`src/rtl/opl3_reg_wr_sched.sv`:
```
// opl3_reg_wr_sched: single driver of the OPL3 register-write bus.
// Arbitrates between a host write port and an internal full-clear sweep,
// and spaces issued writes by at least MIN_GAP idle cycles.
`timescale 1ns/1ps

package opl3_pkg;
    typedef struct packed {
        logic       valid;
        logic       bank_num;
        logic [7:0] address;
        logic [7:0] data;
    } opl3_reg_wr_t;
endpackage

module opl3_reg_wr_sched
    import opl3_pkg::*;
#(
    parameter int MIN_GAP        = 3,
    parameter bit CLEAR_ON_RESET = 1'b1
) (
    input  logic         clk,
    input  logic         reset_n,
    input  logic         host_valid,
    output logic         host_ready,
    input  logic         host_bank_num,
    input  logic [7:0]   host_address,
    input  logic [7:0]   host_data,
    input  logic         clear_req,
    output logic         clear_active,
    output opl3_reg_wr_t opl3_reg_wr
);

    localparam int              CNT_W  = (MIN_GAP > 0) ? $clog2(MIN_GAP + 1) : 1;
    localparam logic [CNT_W-1:0] GAP_LD = CNT_W'(MIN_GAP);

    // BOOT is the reset state; it lasts until the first edge after release so
    // that nothing is issued or accepted while reset is still settling.
    typedef enum logic [1:0] {
        ST_BOOT,
        ST_IDLE,
        ST_CLEAR
    } state_t;

    state_t       state;
    state_t       state_nxt;
    logic [8:0]   sweep_idx;
    logic [8:0]   sweep_nxt;
    logic [CNT_W-1:0] cnt;
    logic         slot_p0;
    opl3_reg_wr_t wr_p0;
    opl3_reg_wr_t wr_p1;

    // Stage p0: issue decision from registered state only.
    // With a nonzero gap, cnt==0 already implies no pulse is on the bus; the
    // explicit valid term keeps the rule exact for every MIN_GAP.
    assign slot_p0 = (cnt == '0) && ((MIN_GAP == 0) || !wr_p1.valid);

    // Next-state, sweep index, arbitration and handshake outputs.
    always_comb begin
        state_nxt    = state;
        sweep_nxt    = sweep_idx;
        wr_p0        = '0;
        host_ready   = 1'b0;
        clear_active = (state == ST_CLEAR) || ((state == ST_BOOT) && CLEAR_ON_RESET);
        case (state)
            ST_BOOT: begin
                if (CLEAR_ON_RESET || clear_req) begin
                    state_nxt = ST_CLEAR;
                    sweep_nxt = '0;
                end else begin
                    state_nxt = ST_IDLE;
                end
            end
            ST_IDLE: begin
                host_ready = slot_p0;
                if (slot_p0 && host_valid) begin
                    wr_p0.valid    = 1'b1;
                    wr_p0.bank_num = host_bank_num;
                    wr_p0.address  = host_address;
                    wr_p0.data     = host_data;
                end
                // A clear request alongside a host handshake still lets the
                // host write go out; the sweep takes the following slot.
                if (clear_req) begin
                    state_nxt = ST_CLEAR;
                    sweep_nxt = '0;
                end
            end
            ST_CLEAR: begin
                // Requests arriving mid-sweep are dropped: no restart, no queue.
                if (slot_p0) begin
                    wr_p0.valid    = 1'b1;
                    wr_p0.bank_num = sweep_idx[8];
                    wr_p0.address  = sweep_idx[7:0];
                    wr_p0.data     = 8'h00;
                    sweep_nxt      = sweep_idx + 9'd1;
                    if (sweep_idx == 9'h1FF) begin
                        state_nxt = ST_IDLE;
                    end
                end
            end
            default: begin
                state_nxt = ST_BOOT;
            end
        endcase
    end

    // State and sweep index registers.
    always_ff @(posedge clk or negedge reset_n) begin
        if (!reset_n) begin
            state     <= ST_BOOT;
            sweep_idx <= '0;
        end else begin
            state     <= state_nxt;
            sweep_idx <= sweep_nxt;
        end
    end

    // Gap counter: holds MIN_GAP in the cycle a pulse is on the bus, then counts down.
    always_ff @(posedge clk or negedge reset_n) begin
        if (!reset_n) begin
            cnt <= '0;
        end else if (wr_p0.valid) begin
            cnt <= GAP_LD;
        end else if (cnt != '0) begin
            cnt <= cnt - CNT_W'(1);
        end
    end

    // Stage p1: registered write bus; idle cycles carry all-zero fields.
    always_ff @(posedge clk or negedge reset_n) begin
        if (!reset_n) begin
            wr_p1 <= '0;
        end else begin
            wr_p1 <= wr_p0;
        end
    end

    assign opl3_reg_wr = wr_p1;

endmodule

```
`config.mk`:
```
export PLATFORM = sky130hd
export DESIGN_NAME = opl3_reg_wr_sched
export DESIGN_NICKNAME = d
export VERILOG_FILES = /design/src/rtl/opl3_reg_wr_sched.sv
export SDC_FILE = /design/constraint.sdc
export NUM_CORES = 1
export LEC_CHECK = 0
export ABC_AREA = 1
export CAP_MARGIN = 40
export CORE_ASPECT_RATIO = 0.9
export CORE_MARGIN = 4
export CORE_UTILIZATION = 30
export CTS_BUF_LIST = sky130_fd_sc_hd__clkbuf_8 sky130_fd_sc_hd__clkbuf_16
export CTS_CLUSTER_SIZE = 25
export DETAILED_ROUTE_END_ITERATION = 16
export HOLD_SLACK_MARGIN = 0.15
export RECOVER_POWER = 25
export SLEW_MARGIN = 20
export SYNTH_ARGS = -nofsm -noshare
export SYNTH_HDL_FRONTEND = slang
export SYNTH_SLANG_ARGS = --single-unit
```
`constraint.sdc`:
```
create_clock -name clk -period 1.75 [get_ports clk]
set_input_delay 0.525 -clock clk [delete_from_list [all_inputs] [get_ports clk]]
set_output_delay 0.525 -clock clk [all_outputs]
set_load 0.05 [all_outputs]
```
==> flow_summary.json, run 1 <==
{
  "holdWs_ps": 542.7,
  "grt_overflow": 0,
  "drt_iter0_drc": 52,
  "dp_hpwl_mm": 2.524,
  "final.min_clock_period_ps": 1831,
  "drtPass1Iterations": 4,
  "dieHeight_um": 76.25,
  "reg2reg_to": "sweep_idx[2]",
  "start_kind": "register",
  "cts_sinks": 31,
  "synth-compound-area-share_pct": 8.944,
  "startpoint": "state[0]",
  "ctsRootBufferMaster": "clkbuf_8",
  "r2r_start": "state[0]",
  "slew_violations": 0,
  "synth_fp_nets": 198,
  "vias_per_cell": 4.460,
  "ff_latch_area_um2": 775.7,
  "antenna_found_initial": 0,
  "grt_use_total_pct": 11.48,
  "powerDensity_nw_per_um2": 532.6,
  "rsz0062_at_grt": "true",
  "utilization_pct": 50.30,
  "hold_viol": 0,
  "antenna_cells": 0,
  "yosys.area.top_type": "dfrtp_1",
  "die_area_um2": 6392,
  "rr_worst_depth": 9,
  "fmax_mhz": 546.1,
  "n_fill_cell": 473,
  "grt_max_degree": 32,
  "cts_max_level": 2,
  "finalClockSkew_ps": 6.428,
  "min_path_type": "reg -> reg",
  "synth-simple-area-share_pct": 24.66,
  "clk_pin_slew_ps": 60,
  "synth_top_family_by_area": "simple AND/OR/NAND/NOR gates",
  "cts_buffer_depth": 2,
  "max_cap_violations": 0,
  "portBuffers": 40,
  "cts_hold_buf": 0,
  "final_cell_mix": "nand2_1 (33), dfrtp_1 (31), inv_1 (21)",
  "arrival_ps": 1310,
  "synth-seq-area-share_pct": 49.96,
  "rows": 24,
  "holdPathStages": 2,
  "gp_congestion": 0.7730,
  "outcome": "complete, but fails checks",
  "nets": 261,
  "rrSetupSlack_ps": 160,
  "drc": 0,
  "period_share_pct": 104.6,
  "io_pins": 41,
  "ir_drop_mv": 0.5308,
  "synth_area_leaders": "dfrtp_1 (50%), nand2_1 (8.2%), ha_1 (6.4%)",
  "synth-seq-cells": 31,
  "endpoint": "clear_active",
  "grt_pass1_vias": 1328,
  "grt_pass1_wl_mm": 5.885,
  "wl_mm": 3.493,
  "ant_nets": 0,
  "synth-xor-area-share_pct": 0.5641,
  "violations": "setup timing",
  "synthesis.area_um2": 1553,
  "p_leak_nw": 1.148,
  "tightest_slew_ps": 780.7,
  "crit_type": "reg -> out",
  "critPathRequiredTime_ps": 1220,
  "die_x_um": 83.84,
  "core_um2": 4925,
  "avgSynthCellArea_um2": 9.188,
  "clock_latency_ps": 280,
  "dr_total_vias": 1329,
  "layout_setup_ws_ps": -81.19,
  "cts_buffers": 5,
  "final_common_cell": "nand2_1",
  "initial_core_util_pct": 31.53,
  "power_w": 0.001320,
  "setup-violations-final": 2,
  "multi_input_area_um2": 691.9,
  "drive_gt1_share_pct": 37.34,
  "yosys_warnings": 0,
  "cts_tree": "yes",
  "ys_types": 24,
  "syn_inst": 169,
  "final_cells": 298,
  "cp-end-kind": "primary output",
  "critPathMaxFanout": 3,
  "syn_to_final_growth_pct": 59.55,
  "synth.area.mux_share_pct": 0,
  "yosysTopAreaCellShare_pct": 49.96,
  "placed_cells_incl_taps": 280,
  "wl_per_cell_um": 11.72,
  "max_slew_margin_pct": 47.95,
  "min_from": "sweep_idx[7]",
  "synth_fa_ha_area_share_pct": 6.446
}
[how the worst min path moves through the flow]
stage	slack (ps)	end
6_report	540	sweep_idx[7]
5_1_grt	580	sweep_idx[7]
4_1_cts	550	sweep_idx[7]
3_5_place_dp	530	cnt[1]
3_3_place_gp	500	cnt[1]
2_1_floorplan	230	cnt[0]
[cells by family after synthesis]
group | count (synthesis)
fa+ha+maj | 8
simple gates | 76
xor+xnor | 1
flops | 31
buf+inv | 32
compound gates | 21
[where the power goes]
part	switching (W)	internal [W]	total (W)
clock network	0.000267	0.000272	0.000538
registers	0	0.000716	0.000716
logic	0.0000243	0.0000405	0.0000648
total	0.000291	0.00103	0.00132
[layer usage]
layer	vias to the layer above	global-route usage [%]	part of all wire (%)
met5	-	0	0
met4	0	3.376	1.3
met3	7	5.514	9.4
met2	48	19.95	49
met1	615	12.34	40
li1	659	-	-
[metrics by stage]
stage / setup TNS [ps] / instance area, um^2 / setup slack, ps
2_1_floorplan: 0 / 1553 / 45.85
3_3_place_gp: 0 / 2268 / 34.62
3_5_place_dp: -206.0 / 2268 / -64.77
4_1_cts: -135.2 / 2455 / -74.32
5_1_grt: -242.0 / 2477 / -142.0
6_report: -118.2 / 2477 / -81.19
[state kept, by name (all words and copies together), names as in the netlist]
register	flops
cnt	2
opl3_reg_wr	18
state	2
sweep_idx	9
[cells in the mapped netlist (all sizes together)]
library cell and instances:
o21ai 18, xor2 1, nor4 1, ha 8
dfrtp 31, a21oi 2, nor2 19, nand3 12
or2 2, o2111ai 1, inv 28, nand4 6
buf 4, nand2 36
[critical path, cell delays in order (launching register included)]
cell	delay [ps]
dfrtp_1	390
inv_2	80
ha_2	190
or2_4	230
buf_12	150
[what timing repair did]
item | 4_1_cts | 5_1_grt
hold endpoints to repair | 0 | 0
setup buffers | 8 | 2
setup endpoints to repair | 2 | 4
pin swaps | 4 | 6
gates resized for setup | 13 | 7
[final cells by class]
class                      instances  share of cell area, %
sequential                        31                  31.31
timing repair buffer              60                  29.85
multi-input combinational        106                  27.93
inverter                          28                  4.242
tap                               65                  3.283
clock buffer                       5                  2.778
clock inverter                     3                 0.6061
(Power assumes the default switching activity.)
==> run 2: changes to the inputs <==
Settings changed: DONT_BUFFER_PORTS set to 1.
==> flow_summary.json, run 2 (synthesis results as in run 1) <==
{
  "outcome": "complete, but fails checks",
  "violations": "setup timing",
  "cts_sinks": 31,
  "min_to": "opl3_reg_wr[7]",
  "max_slew_margin_pct": 48.21,
  "critPathRequiredTime_ps": 1220,
  "rrSetupSlack_ps": 190,
  "nets": 224,
  "grt_pass1_wl_mm": 6.085,
  "rows": 24,
  "grt_pass1_vias": 1291,
  "slew_violations": 0,
  "max_cap_violations": 0,
  "antenna_found_initial": 0,
  "crit_buf_inv": 1,
  "final.min_clock_period_ps": 1803,
  "drc": 0,
  "die_area_um2": 6392,
  "r2r_start": "state[0]",
  "clk_pin_slew_ps": 70,
  "ctsRootBufferMaster": "clkbuf_8",
  "drive_gt1_share_pct": 33.67,
  "holdPathStages": 2,
  "holdWs_ps": 343.1,
  "drt_iter0_drc": 49,
  "finalClockSkew_ps": 6.334,
  "ir_drop_mv": 0.2797,
  "rsz0062_at_grt": "true",
  "vias_per_cell": 4.594,
  "start_kind": "register",
  "gp_congestion": 0.8135,
  "cp-end-kind": "primary output",
  "grt_overflow": 0,
  "setup-violations-final": 2,
  "cts_buffers": 5,
  "fmax_mhz": 554.7,
  "clock_latency_ps": 290,
  "syn_to_final_growth_pct": 24.17,
  "cts_buffer_depth": 2,
  "critPathMaxFanout": 2,
  "p_leak_nw": 0.9365,
  "reg2reg_to": "sweep_idx[6]",
  "final_area_um2": 1928,
  "crit_family": "flip-flops",
  "portBuffers": 0,
  "rr_worst_depth": 10,
  "powerDensity_nw_per_um2": 673.5,
  "die_x_um": 83.84,
  "cts_tree": "yes",
  "slowest_delay_ps": 410,
  "cts_max_level": 2,
  "arrival_ps": 1280,
  "grt_use_total_pct": 11.91,
  "slowest_stage": "dfrtp_1",
  "drtPass1Iterations": 4,
  "core_um2": 4925,
  "dieHeight_um": 76.25,
  "initial_core_util_pct": 31.53,
  "crit_type": "reg -> out",
  "tightest_slew_ps": 776.8,
  "antenna_cells": 0,
  "dr_total_vias": 1199,
  "pre_cts_ws_ps": 95.24,
  "layout_setup_ws_ps": -52.67,
  "finalSetupTns_ps": -73.35,
  "min_path_type": "in -> reg",
  "largest_reg_flops": 18,
  "wl_per_cell_um": 13.30,
  "dp_hpwl_mm": 2.387,
  "wl_mm": 3.472,
  "min_from": "host_data[7]",
  "dpl_cell_area_um2": 1695,
  "path_cells": "buf_6 -> ha_4 -> or2_4",
  "final_cell_mix": "nand2_1 (34), dfrtp_1 (31), inv_1 (21)",
  "final_common_cell": "nand2_1",
  "ant_nets": 0,
  "io_pins": 41,
  "period_share_pct": 103.0,
  "grt_max_degree": 32,
  "hold_viol": 0
}
-- run 2: cell types whose count changed in the layout (fill, tap and decap cells not counted), moves of 2 or more --
| cell | change |
|---|---|
| buf_12 | -18 |
| clkdlybuf4s50_1 | -19 |
| ha_2 | -3 |
| ha_1 | +2 |
-- run 2: layout make-up --
cell class	count	area (um^2)
clock buffer	5	68.82
clock inverter	3	15.01
fill	533	2997
inverter	28	105.1
multi-input combinational	106	689.4
sequential	31	775.7
tap	65	81.33
timing repair buffer	23	192.7
-- run 2: layer usage --
layer | GRT usage [%] | vias up | part of all wire [%]
met5 | 0 | - | 0
met4 | 4.019 | 0 | 1.5
met3 | 5.297 | 7 | 7.1
met2 | 18.60 | 43 | 46
met1 | 14.64 | 565 | 45
li1 | - | 584 | -
-- run 2: how the worst max path moves through the flow --
stage | slack, ps | startpoint | cells past startpoint | end
global route | -90 | cnt[1] | 5 | host_ready
floorplan | 50 | state[0] | 4 | clear_active
global placement | 100 | state[0] | 3 | clear_active
finish | -50 | state[1] | 3 | clear_active
CTS | -60 | state[1] | 3 | clear_active
detailed placement | 100 | state[0] | 3 | clear_active
-- run 2: report_power, final --
part	internal, W	total, W	switching, W
Combinational	0.00000421	0.0000233	0.0000191
Sequential	0.000716	0.000716	0
Clock	0.000272	0.000559	0.000287
Total	0.000992	0.00130	0.000306
-- run 2: through the flow --
stage | instances | power (W) | util (%)
3_5_place_dp | 242 | 0.0007370 | 34.43
6_report | 261 | 0.001298 | 39.15
5_1_grt | 261 | 0.001365 | 39.15
2_1_floorplan | 169 | 0.0007359 | -
3_3_place_gp | 242 | 0.0007366 | 34.43
4_1_cts | 260 | 0.001321 | 38.85
-- run 2: what timing repair did --
item	4_1_cts	5_1_grt
endpoints found under the hold margin	31	0
gates resized for setup	12	5
setup endpoints to repair	2	9
hold buffers	2	0
pin swaps	4	2
buffers inserted	8	1
